==> config.mk <==
export PLATFORM = sky130hd
export DESIGN_NAME = led_count_bank
export DESIGN_NICKNAME = d
export VERILOG_FILES = /design/src/rtl/led_count_bank.sv
export SDC_FILE = /design/constraint.sdc
export NUM_CORES = 1
export LEC_CHECK = 0
export CAP_MARGIN = 20
export CORE_MARGIN = 8
export CORE_UTILIZATION = 45
export DETAILED_ROUTE_END_ITERATION = 6
export PLACE_DENSITY = 0.67
export SLEW_MARGIN = 15
export SYNTH_ARGS = -nofsm -noshare
export SYNTH_HDL_FRONTEND = slang
export SYNTH_SLANG_ARGS = --single-unit
==> constraint.sdc <==
create_clock -name clk -period 3.9 [get_ports clk]
set_input_delay 0.39 -clock clk [delete_from_list [all_inputs] [get_ports clk]]
set_output_delay 0.39 -clock clk [all_outputs]
set_load 0.01 [all_outputs]
==> src/rtl/led_count_bank.sv <==
// led_count_bank: multi-channel up/down counter bank on a single clock.
// A prescaler produces a one-cycle clock-enable tick. The counters step on that tick.
// One selected channel drives the LED bank as binary, one-hot or bar-graph.
module led_count_bank #(
  parameter int  CLK_DIV        = 100000000,
  parameter int  WIDTH          = 4,
  parameter int  CHANNELS       = 2,
  parameter int  LED_N          = 16,
  parameter int  LED_ACTIVE_LOW = 1,
  localparam int SEL_W          = (CHANNELS > 1) ? $clog2(CHANNELS) : 1
) (
  input  logic                      clk,
  input  logic                      reset,
  input  logic                      direction,
  input  logic                      enable,
  input  logic [CHANNELS-1:0]       chan_en,
  input  logic                      sat_en,
  input  logic [1:0]                mode,
  input  logic [SEL_W-1:0]          sel,
  input  logic                      load,
  input  logic [WIDTH-1:0]          load_val,
  output logic [CHANNELS*WIDTH-1:0] count_bus,
  output logic [LED_N-1:0]          led,
  output logic                      tick,
  output logic [CHANNELS-1:0]       wrap
);

  localparam int PW = (CLK_DIV > 1) ? $clog2(CLK_DIV) : 1;
  localparam logic [PW-1:0] PRESC_MAX = PW'(CLK_DIV - 1);
  localparam logic [WIDTH-1:0] CNT_MAX = {WIDTH{1'b1}};
  // Scratch width for the LED decode: wide enough for the count, the LED index and a 32-bit loop index.
  localparam int XW0 = (WIDTH > LED_N) ? WIDTH : LED_N;
  localparam int XW  = (XW0 > 32) ? XW0 : 32;
  localparam logic [LED_N-1:0] LED_OFF = (LED_ACTIVE_LOW != 0) ? {LED_N{1'b1}} : {LED_N{1'b0}};

  logic rst_n;
  assign rst_n = reset;

  logic [PW-1:0]                presc_q, presc_d;
  logic                         dir_meta_q, dir_meta_d;
  logic                         dir_s_q, dir_s_d;
  logic [CHANNELS-1:0][WIDTH-1:0] count_q, count_d;
  logic [CHANNELS-1:0]          wrap_q, wrap_d;
  logic [LED_N-1:0]             led_q, led_d;

  logic [WIDTH-1:0] c_sel;
  logic [XW-1:0]    c_ext;
  logic [XW-1:0]    c_mod;
  logic [LED_N-1:0] pat;

  // The prescaler wraps at CLK_DIV-1. It freezes while enable is low.
  always_comb begin
    presc_d = presc_q;
    if (enable) begin
      presc_d = (presc_q == PRESC_MAX) ? '0 : presc_q + PW'(1);
    end
  end

  // tick comes straight from the registered prescaler, so it is never high while reset holds presc_q at 0.
  assign tick = enable && (presc_q == PRESC_MAX);

  // The direction switch goes through a two-flop synchroniser before the counters use it.
  always_comb begin
    dir_meta_d = direction;
    dir_s_d    = dir_meta_q;
  end

  // Per-channel next count. A load beats a tick. Each step either saturates or wraps at the limits.
  always_comb begin
    count_d = count_q;
    wrap_d  = '0;
    for (int i = 0; i < CHANNELS; i++) begin
      if (load && (sel == SEL_W'(i))) begin
        count_d[i] = load_val;
      end else if (tick && chan_en[i]) begin
        if (dir_s_q) begin
          if (count_q[i] == CNT_MAX) begin
            if (!sat_en) begin
              count_d[i] = '0;
              wrap_d[i]  = 1'b1;
            end
          end else begin
            count_d[i] = count_q[i] + WIDTH'(1);
          end
        end else begin
          if (count_q[i] == '0) begin
            if (!sat_en) begin
              count_d[i] = CNT_MAX;
              wrap_d[i]  = 1'b1;
            end
          end else begin
            count_d[i] = count_q[i] - WIDTH'(1);
          end
        end
      end
    end
  end

  // Select the channel shown on the LEDs. An out-of-range sel falls back to channel 0.
  always_comb begin
    c_sel = count_q[0];
    for (int i = 0; i < CHANNELS; i++) begin
      if (sel == SEL_W'(i)) c_sel = count_q[i];
    end
  end

  // Decode the LED pattern from the selected count, then apply pin polarity last.
  always_comb begin
    c_ext = XW'(c_sel);
    c_mod = c_ext % XW'(LED_N);
    pat   = '0;
    case (mode)
      2'b00: pat = c_ext[LED_N-1:0];
      2'b01: for (int k = 0; k < LED_N; k++) pat[k] = (c_mod == XW'(k));
      2'b10: for (int k = 0; k < LED_N; k++) pat[k] = (XW'(k) < c_ext);
      default: pat = '0;
    endcase
    led_d = (LED_ACTIVE_LOW != 0) ? ~pat : pat;
  end

  // All state registers share one async active-low reset. led resets to the inactive level.
  always_ff @(posedge clk or negedge rst_n) begin
    if (!rst_n) begin
      presc_q    <= '0;
      dir_meta_q <= 1'b0;
      dir_s_q    <= 1'b0;
      count_q    <= '0;
      wrap_q     <= '0;
      led_q      <= LED_OFF;
    end else begin
      presc_q    <= presc_d;
      dir_meta_q <= dir_meta_d;
      dir_s_q    <= dir_s_d;
      count_q    <= count_d;
      wrap_q     <= wrap_d;
      led_q      <= led_d;
    end
  end

  assign count_bus = count_q;
  assign wrap      = wrap_q;
  assign led       = led_q;

endmodule
# Word-level counts from Yosys, hierarchy flattened
# Cells that the tools add are included.
[word_totals] ff_bits=55 inputBits=15
[classes] muxes=26 bitwise_logic=2 addsub=5 order_cmp=15 eq_ne=24 n_reduce_logical=13
[op_table] op="2-to-1 mux 4 bit" count=13
[op_table] op="one-hot mux 16 bit (3 select lines)" count=1
[op_table] op="== test 4 bit, second input constant" count=10
[op_table] op="logical NOT 32 bit" count=1
[op_table] op="less-than comparator 4 bit, first input constant" count=7
[op_table] op="adder 27 x 1 -> 27 bit, second input constant" count=1
[op_table] op="== test 27 bit, second input constant" count=1
[op_table] op="2-to-1 mux 27 bit" count=1
[op_table] op="== test 4 x 3 -> 1 bit, second input constant" count=4
[op_table] op="less-than comparator 3 x 4 -> 1 bit, first input constant" count=4
[op_table] op="inequality test 4 bit, second input constant" count=4
[op_table] op="NOT 16 bit" count=1
[op_table] op="2-to-1 mux 1 bit" count=11
[op_table] op="adder 4 x 1 -> 4 bit, second input constant" count=2
[op_table] op="== test 4 x 2 -> 1 bit, second input constant" count=2
[op_table] op="logical NOT 4 bit" count=2
[op_table] op="less-than comparator 1 x 4 -> 1 bit, first input constant" count=2
[op_table] op="less-than comparator 2 x 4 -> 1 bit, first input constant" count=2
[op_table] op="subtractor 4 x 1 -> 4 bit, second input constant" count=2
[op_table] op="AND reduction 3 bit" count=2
[op_table] op="logical AND 1 bit" count=5
[op_table] op="== test 4 x 1 -> 1 bit, second input constant" count=1
[op_table] op="nonzero test 2 bit" count=2
[op_table] op="== test 2 x 1 -> 1 bit, second input constant" count=1
[op_table] op="3 further kinds" count=3

# Longest topological paths before layout
# Gate-level depths: netlist of run 1.
[depth] word_depth=5 ltp_mapped=8 depth_no_buf=7

# Worst setup path after synthesis of run 1
# No wires, ideal clock.
[synth_timing] path_type="register to register" start="register count_q, in the netlist count_bus[4]" end="register count_q, in the netlist count_bus[7]" arrival_ns=1.979 setup_slack_ns=1.786 stages_incl_launch_ff=9 path_buffers=1 setup_ns=0.135 path_cell_list="dfrtp_1 -> clkbuf_1 -> inv_1 -> ha_1 -> or3b_2 -> o21a_1 -> o2111ai_4 -> o21bai_1 -> o211ai_1"
[synth_via] elab_chain_len=5 word_cells_on_any_way=12 classes_between="2 x add/sub; 3 x eq/ne; 5 x mux; 2 x reduce/logical"
[synth_lines] item="from (decl)" line_no="42" text="logic [CHANNELS-1:0][WIDTH-1:0] count_q, count_d;"
[synth_lines] item="from (signal assigned)" line_no="134" text="count_q <= count_d;"
[synth_lines] item="subtractor 4 x 1 -> 4 bit, or another cell as far along" line_no="92" text="count_d[i] = count_q[i] - WIDTH'(1);"
[synth_lines] item="2-to-1 mux 4 bit, on equally long branches" line_no="86, 77"
[synth_lines] item="2-to-1 mux 4 bit" line_no="76" text="if (dir_s_q) begin"
[synth_lines] item="2-to-1 mux 4 bit" line_no="75" text="end else if (tick && chan_en[i]) begin"
[synth_lines] item="2-to-1 mux 4 bit" line_no="73" text="if (load && (sel == SEL_W'(i))) begin"
# Several ways; a longest one is shown, not always the timed one. The select of a mux whose other input is x is not followed.
# A chain may end at the register's enable or synchronous reset.

# Worst setup path in the final report of run 1
[layout_timing] start="input enable" end="output tick"
[layout_via] elab_chain_len=1
[layout_lines] item="from (decl)" line_no="15" text="input logic enable,"
[layout_lines] item="logical AND 1 bit" line_no="60" text="assign tick = enable && (presc_q == PRESC_MAX);"
[layout_lines] item="to (decl)" line_no="24" text="output logic tick,"
# Every way passes these cells.

==> results of run 1 <==
[power by group]
group / leakage (nW) / total, mW / internal (mW) / switching [mW]
Combinational: 0.850 / 0.297 / 0.142 / 0.155
Sequential: 0.686 / 0.699 / 0.627 / 0.0722
Clock: 0.0514 / 0.376 / 0.192 / 0.184
[area by class of cell]
cell class | instances | area share, %
tap | 96 | 3.20
clock inverter | 2 | 1.00
inverter | 10 | 1.00
sequential | 55 | 37.2
multi-input combinational | 259 | 44.2
clock buffer | 6 | 1.94
timing repair buffer | 44 | 11.4
[state kept, by name, indices dropped and copies added (netlist names)]
name,flops
presc_q,27
dir_s_q,1
dir_meta_q,1
count_bus,8
wrap,2
led,16
[path summary, 6_finish.rpt]
path	slack, ps	start	to
worst max-delay path	1150	enable	tick
worst min-delay path	210	reset	dir_meta_q
worst max register to register	1600	count_bus[4]	count_bus[7]
worst min register to register	370	dir_meta_q	dir_s_q
max in group asynchronous	2960	reset	presc_q[10]
min in group clk	370	dir_meta_q	dir_s_q
[per-layer routing]
metal  vias to the layer above  track usage (%)  share of wire [%]
li1                       1270                -                  -
met1                      1244             19.8                 47
met5                         -                0                  0
met4                         0             2.79               0.34
met2                        68             23.4                 47
met3                         2             3.67                5.2
[worst max-delay path, cell delays in order]
cell and delay [ps]:
clkdlybuf4s50_1 620, nand3_1 270, nor2_1 170, nand3b_1 120, nor4_2 200, clkdlybuf4s50_1 600
[cell usage after synthesis, types with 4 or more instances]
cell      instances  area share, %
ha_1              7            2.8
dfstp_2          16             13
nor3_1           10            1.6
nand4_1          10            2.0
o21ai_0          15            2.4
nand2_1          36            4.3
clkbuf_1          4           0.47
nand3_1          23            3.6
nand2b_1          4           0.79
a21oi_1          16            2.5
xor2_1           19            5.3
o211ai_1          4           0.95
and3_1            6            1.2
dfrtp_1          39             31
nor2_1           36            4.3
mux2i_1           7            2.2
xnor2_1           8            2.2
inv_1            10            1.2
[layout by cell type, fill, tap and decap left out, drive strengths merged, types with 10 or more instances in the layout]
master	count
xor2	19
nor3	10
nand4	11
a21oi	16
nor2	36
nand3	23
dfstp	16
nand2	36
dfrtp	39
o21ai	15
clkdlybuf4s50	40
inv	10
[cell families after synthesis]
group	Yosys count
AND/OR/NAND/NOR	156
AO/OA/AOI/OAI	59
flip-flops	55
XOR/XNOR	27
buffers and inverters	20
multiplexers	10
adder cells (fa/ha/maj)	7
[per-stage QoR]
step / std cells / area, sq um / utilization, % / hold WS [ps]
after floorplan: 334 / 3170 / - / 94.4
after global placement: 464 / 3640 / 53.6 / 338
after detailed placement: 464 / 3640 / 53.6 / 337
after CTS: 472 / 3750 / 55.2 / 228
after global routing: 472 / 3750 / 55.2 / 276
final: 472 / 3750 / 55.2 / 207
==> metrics.txt, run 1 <==
Sink Count 55; global-route wire length before repair 12200 um; clock transition at the registers of the reported paths 110 ps; Ant. Diodes 0; status complete, no violations; aggregate global-route resource usage 14.8%; Die X-Extent 99.9 um; cell count after synthesis 334; Buffers on Ports 41; Fillers 632; final setup margin 1150 ps; unrepaired setup endpoints after global routing false; Final Slew Violations 0; antenna violations before repair 0; syn_nets 356; FF/Latch Area 0.00140 sq mm; crit end category output pin; Pre-antenna DRT Iters 4; Pwr Total 1.37 mW; worst slew pin tran 902 ps; critical path fanouts, max 9; H-tree levels 2; main combinational cell family by area after synthesis simple AND/OR/NAND/NOR gates; Hold Crit Class in -> async; Vias 2584; adder-cell share of the synthesized area 2.76%; Max VDD drop 0.000180 V; Fmax 0.363 GHz; ys flop type dfrtp_1; Fin Setup TNS 0 ps; post-synth cell types 58; clk_lat worst skew 310 ps; Data required, critical path 3510 ps; wire per inst 15.1 um; Syn. warnings 0; Worst Clk Skew 15.0 ps; CTS resizes 0; Fin. Hold Viols 0; Final nets 397; share of cells above drive strength 1 11.7%; DRC Markers 0; HPWL reported at the end of detailed placement 5200 um; Mapped Area 0.00317 sq mm; Post-synth EDFFs 0; CTS tree built; Post CTS Setup Buffer Count 0; CP arrival 2360 ps; mux cell area share after synthesis 3.28%; max-cap viol count 0; post-synthesis simple-gate area fraction 26.6%; power per cell area 366 mW/mm^2; largest net degree at the start of global routing 43; cells on worst reg2reg path 7; WS Path Type in -> out; syn avg cell area 9.49 sq um; core box area 0.00679 sq mm; DRT iter0 DRCs 127; Yosys reg bits 55; hold-fix buffers at CTS 0; sequential share of the synthesized area 44.1%; row count 30; cts bufs inserted 5; Die H 99.9 um; Die ar. 0.00998 sq mm; Post-synth ARST share 100%; I/O pin total 42; Compound-Gate Fraction of Synth Area 12.2%; Routed WL 7110 um; final setup vio count 0; root buf cell clkbuf_8; area delta synth->final 18.3%; vias per cell 5.47; Leakage 1.59 nW; Clock Path Buffers 2; Rel. slew slack 39.9%; Startpoint Class primary input; Initial Utilization 46.6%; Detail Route Antenna Nets 0; post-route clock period utilization 70.6%; GPL Wtd Cong 0.875; Post-Synth XOR/XNOR Area 7.46%; Tmin final 2750 ps; Overflow after GRT 0; multi-input logic area 0.00166 sq mm; post-place setup slack 1120 ps; vias in the first global route 2514
No activity file was read; power rests on OpenSTA's default activity.
==> run 2: changes to the inputs <==
Clock period 3.9 ns to 2.8 ns, I/O delays scaled along.
==> run 2 against run 1 <==
- via count decreased by 1.2%
- sequential share of layout area decreased by 0.48 points
- count of clock-buffer cells in the layout increased by 1
- non-clock buffer count increased by 9
- critical path depth decreased by 3
- worst hold slack got worse by 58 ps
- first-iteration DRC count increased by 13%
- utilization increased by 0.72 points
- critical path type is now reg -> out
- critical endpoint unchanged
- largest cell class unchanged
==> metrics.txt, run 2 (synthesized netlist as in run 1, its figures left out) <==
Tmin final 2480 ps; status complete, no violations (unchanged); Pwr Total 1.85 mW (was 1.37 mW); Startpoint Class flop (was primary input); Sink Count 55 (unchanged); core box area 0.00679 sq mm (unchanged); fin area 0.00380 sq mm (was 0.00375 sq mm); final setup vio count 0 (unchanged); worst hold slack 149 ps (was 207 ps); Clock Path Buffers 2 (unchanged); Leakage 1.63 nW (was 1.59 nW); CP arrival 2200 ps (was 2360 ps); unrepaired setup endpoints after global routing false (unchanged); Data required, critical path 2520 ps (was 3510 ps); vias per cell 5.31 (was 5.47); cell area after placement 0.00371 sq mm (was 0.00364 sq mm); post-place setup slack 567 ps (was 1120 ps); H-tree levels 2 (unchanged); Final Slew Violations 0 (unchanged); Rel. slew slack 33.4% (was 39.9%); critical path fanouts, max 4 (was 9); placed instance count 473 (was 464); leading cell types in the layout, fill and taps excluded clkdlybuf4s50_1, dfrtp_1, nand2_1, nor2_1, nand3_1 (unchanged); I/O pin total 42 (unchanged); global-route wire length before repair 12300 um (was 12200 um); Post CTS Setup Buffer Count 0 (unchanged); Max stage delay on crit path 600 ps (was 620 ps); row count 30 (unchanged); post-route clock period utilization 88.5%; DRC Markers 0 (unchanged); Fin Setup TNS 0 ps (unchanged); worst slew pin tran 999 ps (was 902 ps); Die X-Extent 99.9 um (unchanged); root buf cell clkbuf_8 (unchanged); Buffers on Ports 41 (unchanged); share of cells above drive strength 1 13.8% (was 11.7%); Vias 2552 (was 2584); cts bufs inserted 5 (unchanged); CTS resizes 0 (unchanged); GPL Wtd Cong 0.847 (was 0.875); CTS tree built (unchanged); aggregate global-route resource usage 14.8% (about the same); Fin. Hold Viols 0 (unchanged); Max VDD drop 0.000265 V (was 0.000180 V); DRT iter0 DRCs 144 (was 127); Detail Route Antenna Nets 0 (unchanged); clock transition at the registers of the reported paths 100 ps (was 110 ps); HPWL reported at the end of detailed placement 5240 um (was 5200 um); Routed WL 7110 um (about the same); antenna violations before repair 0 (unchanged); final setup margin 322 ps (was 1150 ps); Initial Utilization 46.6% (unchanged); hold-fix buffers at CTS 0 (unchanged); Die H 99.9 um (unchanged); wire per inst 14.8 um (was 15.1 um); final std cells w/o fill 481 (was 472); WS Path Type reg -> out (was in -> out); Ant. Diodes 0 (unchanged); Pre-antenna DRT Iters 4 (unchanged); Overflow after GRT 0 (unchanged); most flop-heavy register presc_q (unchanged); power per cell area 487 mW/mm^2 (was 366 mW/mm^2); crit end category output pin (unchanged); Final Core Density 55.9% (was 55.2%); area delta synth->final 19.9% (was 18.3%); Worst Clk Skew 11.7 ps (was 15.0 ps); clk_lat worst skew 300 ps (was 310 ps); vias in the first global route 2574 (was 2514); max-cap viol count 0 (unchanged); Hold Crit Class in -> async (unchanged); most common cell after layout, fill and taps aside clkdlybuf4s50_1 (unchanged); Fmax 0.404 GHz; largest net degree at the start of global routing 44 (was 43); max FFs per register 27 (unchanged); CP max stage cell clkdlybuf4s50_1 (unchanged); Die ar. 0.00998 sq mm (unchanged); Final nets 406 (was 397); crit-path cells or4_1 > nor4_2 > clkdlybuf4s50_1 (was clkdlybuf4s50_1 > nand3_1 > nor2_1 > nand3b_1 > nor4_2 > clkdlybuf4s50_1)
## run 2: report_power, final
| group | leakage (nW) | switching (mW) | internal [mW] | total [mW] |
|---|---|---|---|---|
| Sequential | 0.686 | 0.0902 | 0.873 | 0.963 |
| Combinational | 0.894 | 0.232 | 0.213 | 0.445 |
| Clock | 0.0482 | 0.243 | 0.200 | 0.443 |
## run 2: routing by layer
metal	GRT usage, %	wire length (um)	up-vias
met5	0	0	-
met1	19.5	3430	1203
met3	3.53	358	8
li1	-	-	1287
met4	3.73	95	0
met2	23.8	3220	54
## run 2: final timing paths
check	slack [ps]	endpoint	depth (start not counted)	start
max in group asynchronous	1890	led[13]	2	reset
worst min-delay path	150	presc_q[25]	1	reset
min in group clk	370	dir_s_q	0	dir_meta_q
worst min register to register	370	dir_s_q	0	dir_meta_q
worst max register to register	630	count_bus[2]	6	presc_q[0]
worst max-delay path	320	tick	3	presc_q[12]
## run 2: worst max-delay path: cells and delay by family, from the launching register on
family	cells	cell delay [ps]
buffers and inverters	1	600
flip-flops	1	430
AND/OR/NAND/NOR	2	870
## run 2: cell type report
class	instances	area, sq um
clock inverters	1	5.00
repair buffers	53	495
flip-flops and latches	55	1400
well taps	96	120
multi-input cells	259	1660
clock buffers	7	86.3
inverters	10	37.5
fillers	615	3000
==> run 3: changes to the inputs <==
Settings changed: GPL_TIMING_DRIVEN set to 0.
Clock period 2.8 ns to 2.4 ns, I/O delays scaled along.
==> run 3 against run 2 <==
- die area is the same
- sequential share of layout area decreased by 1.2 points
- routed wire length rose by 3.2%
- first-iteration DRC count decreased by 2.8%
- global-route usage up 0.54 points
==> metrics.txt, run 3 (synthesized netlist as in run 1, its figures left out) <==
status complete, no violations (unchanged); Startpoint Class flop (unchanged); Sink Count 55 (unchanged); CP arrival 2490 ps (was 2200 ps); antenna violations before repair 0 (unchanged); H-tree levels 2 (unchanged); Die X-Extent 99.9 um (unchanged); critical path fanouts, max 11 (was 4); CTS tree built (unchanged); placed instance count 470 (was 473); Rel. slew slack 43.8% (was 33.4%); Min-Delay Path Depth 2; worst hold slack 136 ps (was 149 ps); Die ar. 0.00998 sq mm (unchanged); worst hold start enable; aggregate global-route resource usage 15.4% (was 14.8%); clk_lat worst skew 320 ps (was 300 ps); Fin Setup TNS 0 ps (unchanged); Fin. Hold Viols 0 (unchanged); post-route clock period utilization 93.3%; Tmin final 2240 ps; most flop-heavy register presc_q (unchanged); unrepaired setup endpoints after global routing false (unchanged); wire per inst 14.9 um (was 14.8 um); largest net degree at the start of global routing 56 (was 44); max FFs per register 27 (unchanged); core box area 0.00679 sq mm (unchanged); Overflow after GRT 0 (unchanged); row count 30 (unchanged); DRC Markers 0 (unchanged); Ant. Diodes 0 (unchanged); Fillers 596 (was 615); max-cap viol count 0 (unchanged); Detail Route Antenna Nets 0 (unchanged); leading cell types in the layout, fill and taps excluded clkdlybuf4s50_1, dfrtp_1, nand2_1, nor2_1, nand3_1 (unchanged); clock transition at the registers of the reported paths 100 ps (about the same); Hold Crit Class in -> reg (was in -> async); root buf cell clkbuf_8 (unchanged); Buffers on Ports 40 (was 41); vias per cell 5.40 (was 5.31); I/O pin total 42 (unchanged); post-place setup slack -248 ps (was 567 ps); Vias 2650 (was 2552); Final Slew Violations 0 (unchanged); Pre-antenna DRT Iters 4 (unchanged); FF/Latch Area 0.00140 sq mm (about the same); Data required, critical path 2650 ps (was 2520 ps); DRT iter0 DRCs 140 (was 144); Fmax 0.446 GHz; share of cells above drive strength 1 16.5% (was 13.8%); HPWL reported at the end of detailed placement 5150 um (was 5240 um); final setup vio count 0 (unchanged); cells on worst reg2reg path 8 (was 6); most common cell after layout, fill and taps aside clkdlybuf4s50_1 (unchanged); power per cell area 590 mW/mm^2 (was 487 mW/mm^2); multi-input logic area 0.00168 sq mm (was 0.00166 sq mm); Die H 99.9 um (unchanged); cts bufs inserted 5 (unchanged); WS Path Type reg -> reg (was reg -> out); final setup margin 160 ps (was 322 ps); crit path launch count_bus[4] (was presc_q[12]); RR Startpoint count_bus[4] (was presc_q[0]); Routed WL 7340 um (was 7110 um); final std cells w/o fill 491 (was 481); Clock Path Buffers 2 (unchanged); area delta synth->final 24.2% (was 19.9%); Worst Clk Skew 10.1 ps (was 11.7 ps); vias in the first global route 2628 (was 2574); GPL Wtd Cong 0.903 (was 0.847); Max VDD drop 0.000452 V (was 0.000265 V); Initial Utilization 46.6% (unchanged); crit end category flop (was output pin); Final nets 416 (was 406); Leakage 1.70 nW (was 1.63 nW); worst slew pin tran 820 ps (was 999 ps); global-route wire length before repair 12500 um (was 12300 um)
[run 3: cell types whose count changed in the layout (fill, tap and decap cells not counted), sizes merged]
cell	delta
dlymetal6s2s	+1
inv	+1
clkinvlp	+1
clkbuf	+4
bufinv	+1
clkdlybuf4s50	-2
buf	+4
dlygate4sd3	+1
clkinv	-1
[run 3: path summary, 6_finish.rpt]
path | slack, ps | end
min in group asynchronous | 500 | count_bus[5]
min reg2reg | 370 | dir_s_q
min | 140 | presc_q[0]
max in group asynchronous | 1410 | presc_q[2]
max | 160 | count_bus[5]
max reg2reg | 160 | count_bus[5]
[run 3: where the power goes]
part / switching [mW] / internal [mW] / total (mW)
Combinational: 0.311 / 0.271 / 0.583
Sequential: 0.0769 / 1.02 / 1.10
Clock: 0.323 / 0.315 / 0.638
Total: 0.711 / 1.61 / 2.32
[run 3: area by class of cell]
| type | count | share of cell area (%) |
|---|---|---|
| buffer | 9 | 2.03 |
| clock buffer | 5 | 1.75 |
| clock inverter | 3 | 1.18 |
| inverter | 10 | 0.954 |
| multi-input combinational | 259 | 42.6 |
| sequential | 55 | 35.5 |
| tap | 96 | 3.05 |
| timing repair buffer | 54 | 12.9 |
[run 3: what timing repair did]
action,in CTS,in global routing
endpoints found under the setup margin,1,5
pin swaps,2,2
hold buffers,1,0
hold endpoints to repair,39,0
resized for setup,7,1
setup buffers,12,1
[run 3: worst max-delay path, cell delays in order (launching register included)]
cell and delay [ps]:
dfrtp_1 510, inv_1 150, ha_1 200, or3b_2 480, o21a_1 220, o2111ai_4 280
buf_4 170, nand3_1 70, nand3_1 100
[run 3: through the flow]
step                instance area, sq um  power [mW]  utilization (%)
floorplan                           3170        1.44                -
global placement                    3690        1.64             54.3
detailed placement                  3690        1.65             54.3
CTS                                 3930        2.34             57.8
global route                        3940        2.45             57.9
finish                              3940        2.32             57.9
[run 3: routing by layer]
| metal | share of wire, % | GRT usage, % |
|---|---|---|
| met5 | 0 | 0 |
| met4 | 1.6 | 4.42 |
| met3 | 6.1 | 3.94 |
| met2 | 46 | 24.8 |
| met1 | 47 | 19.7 |
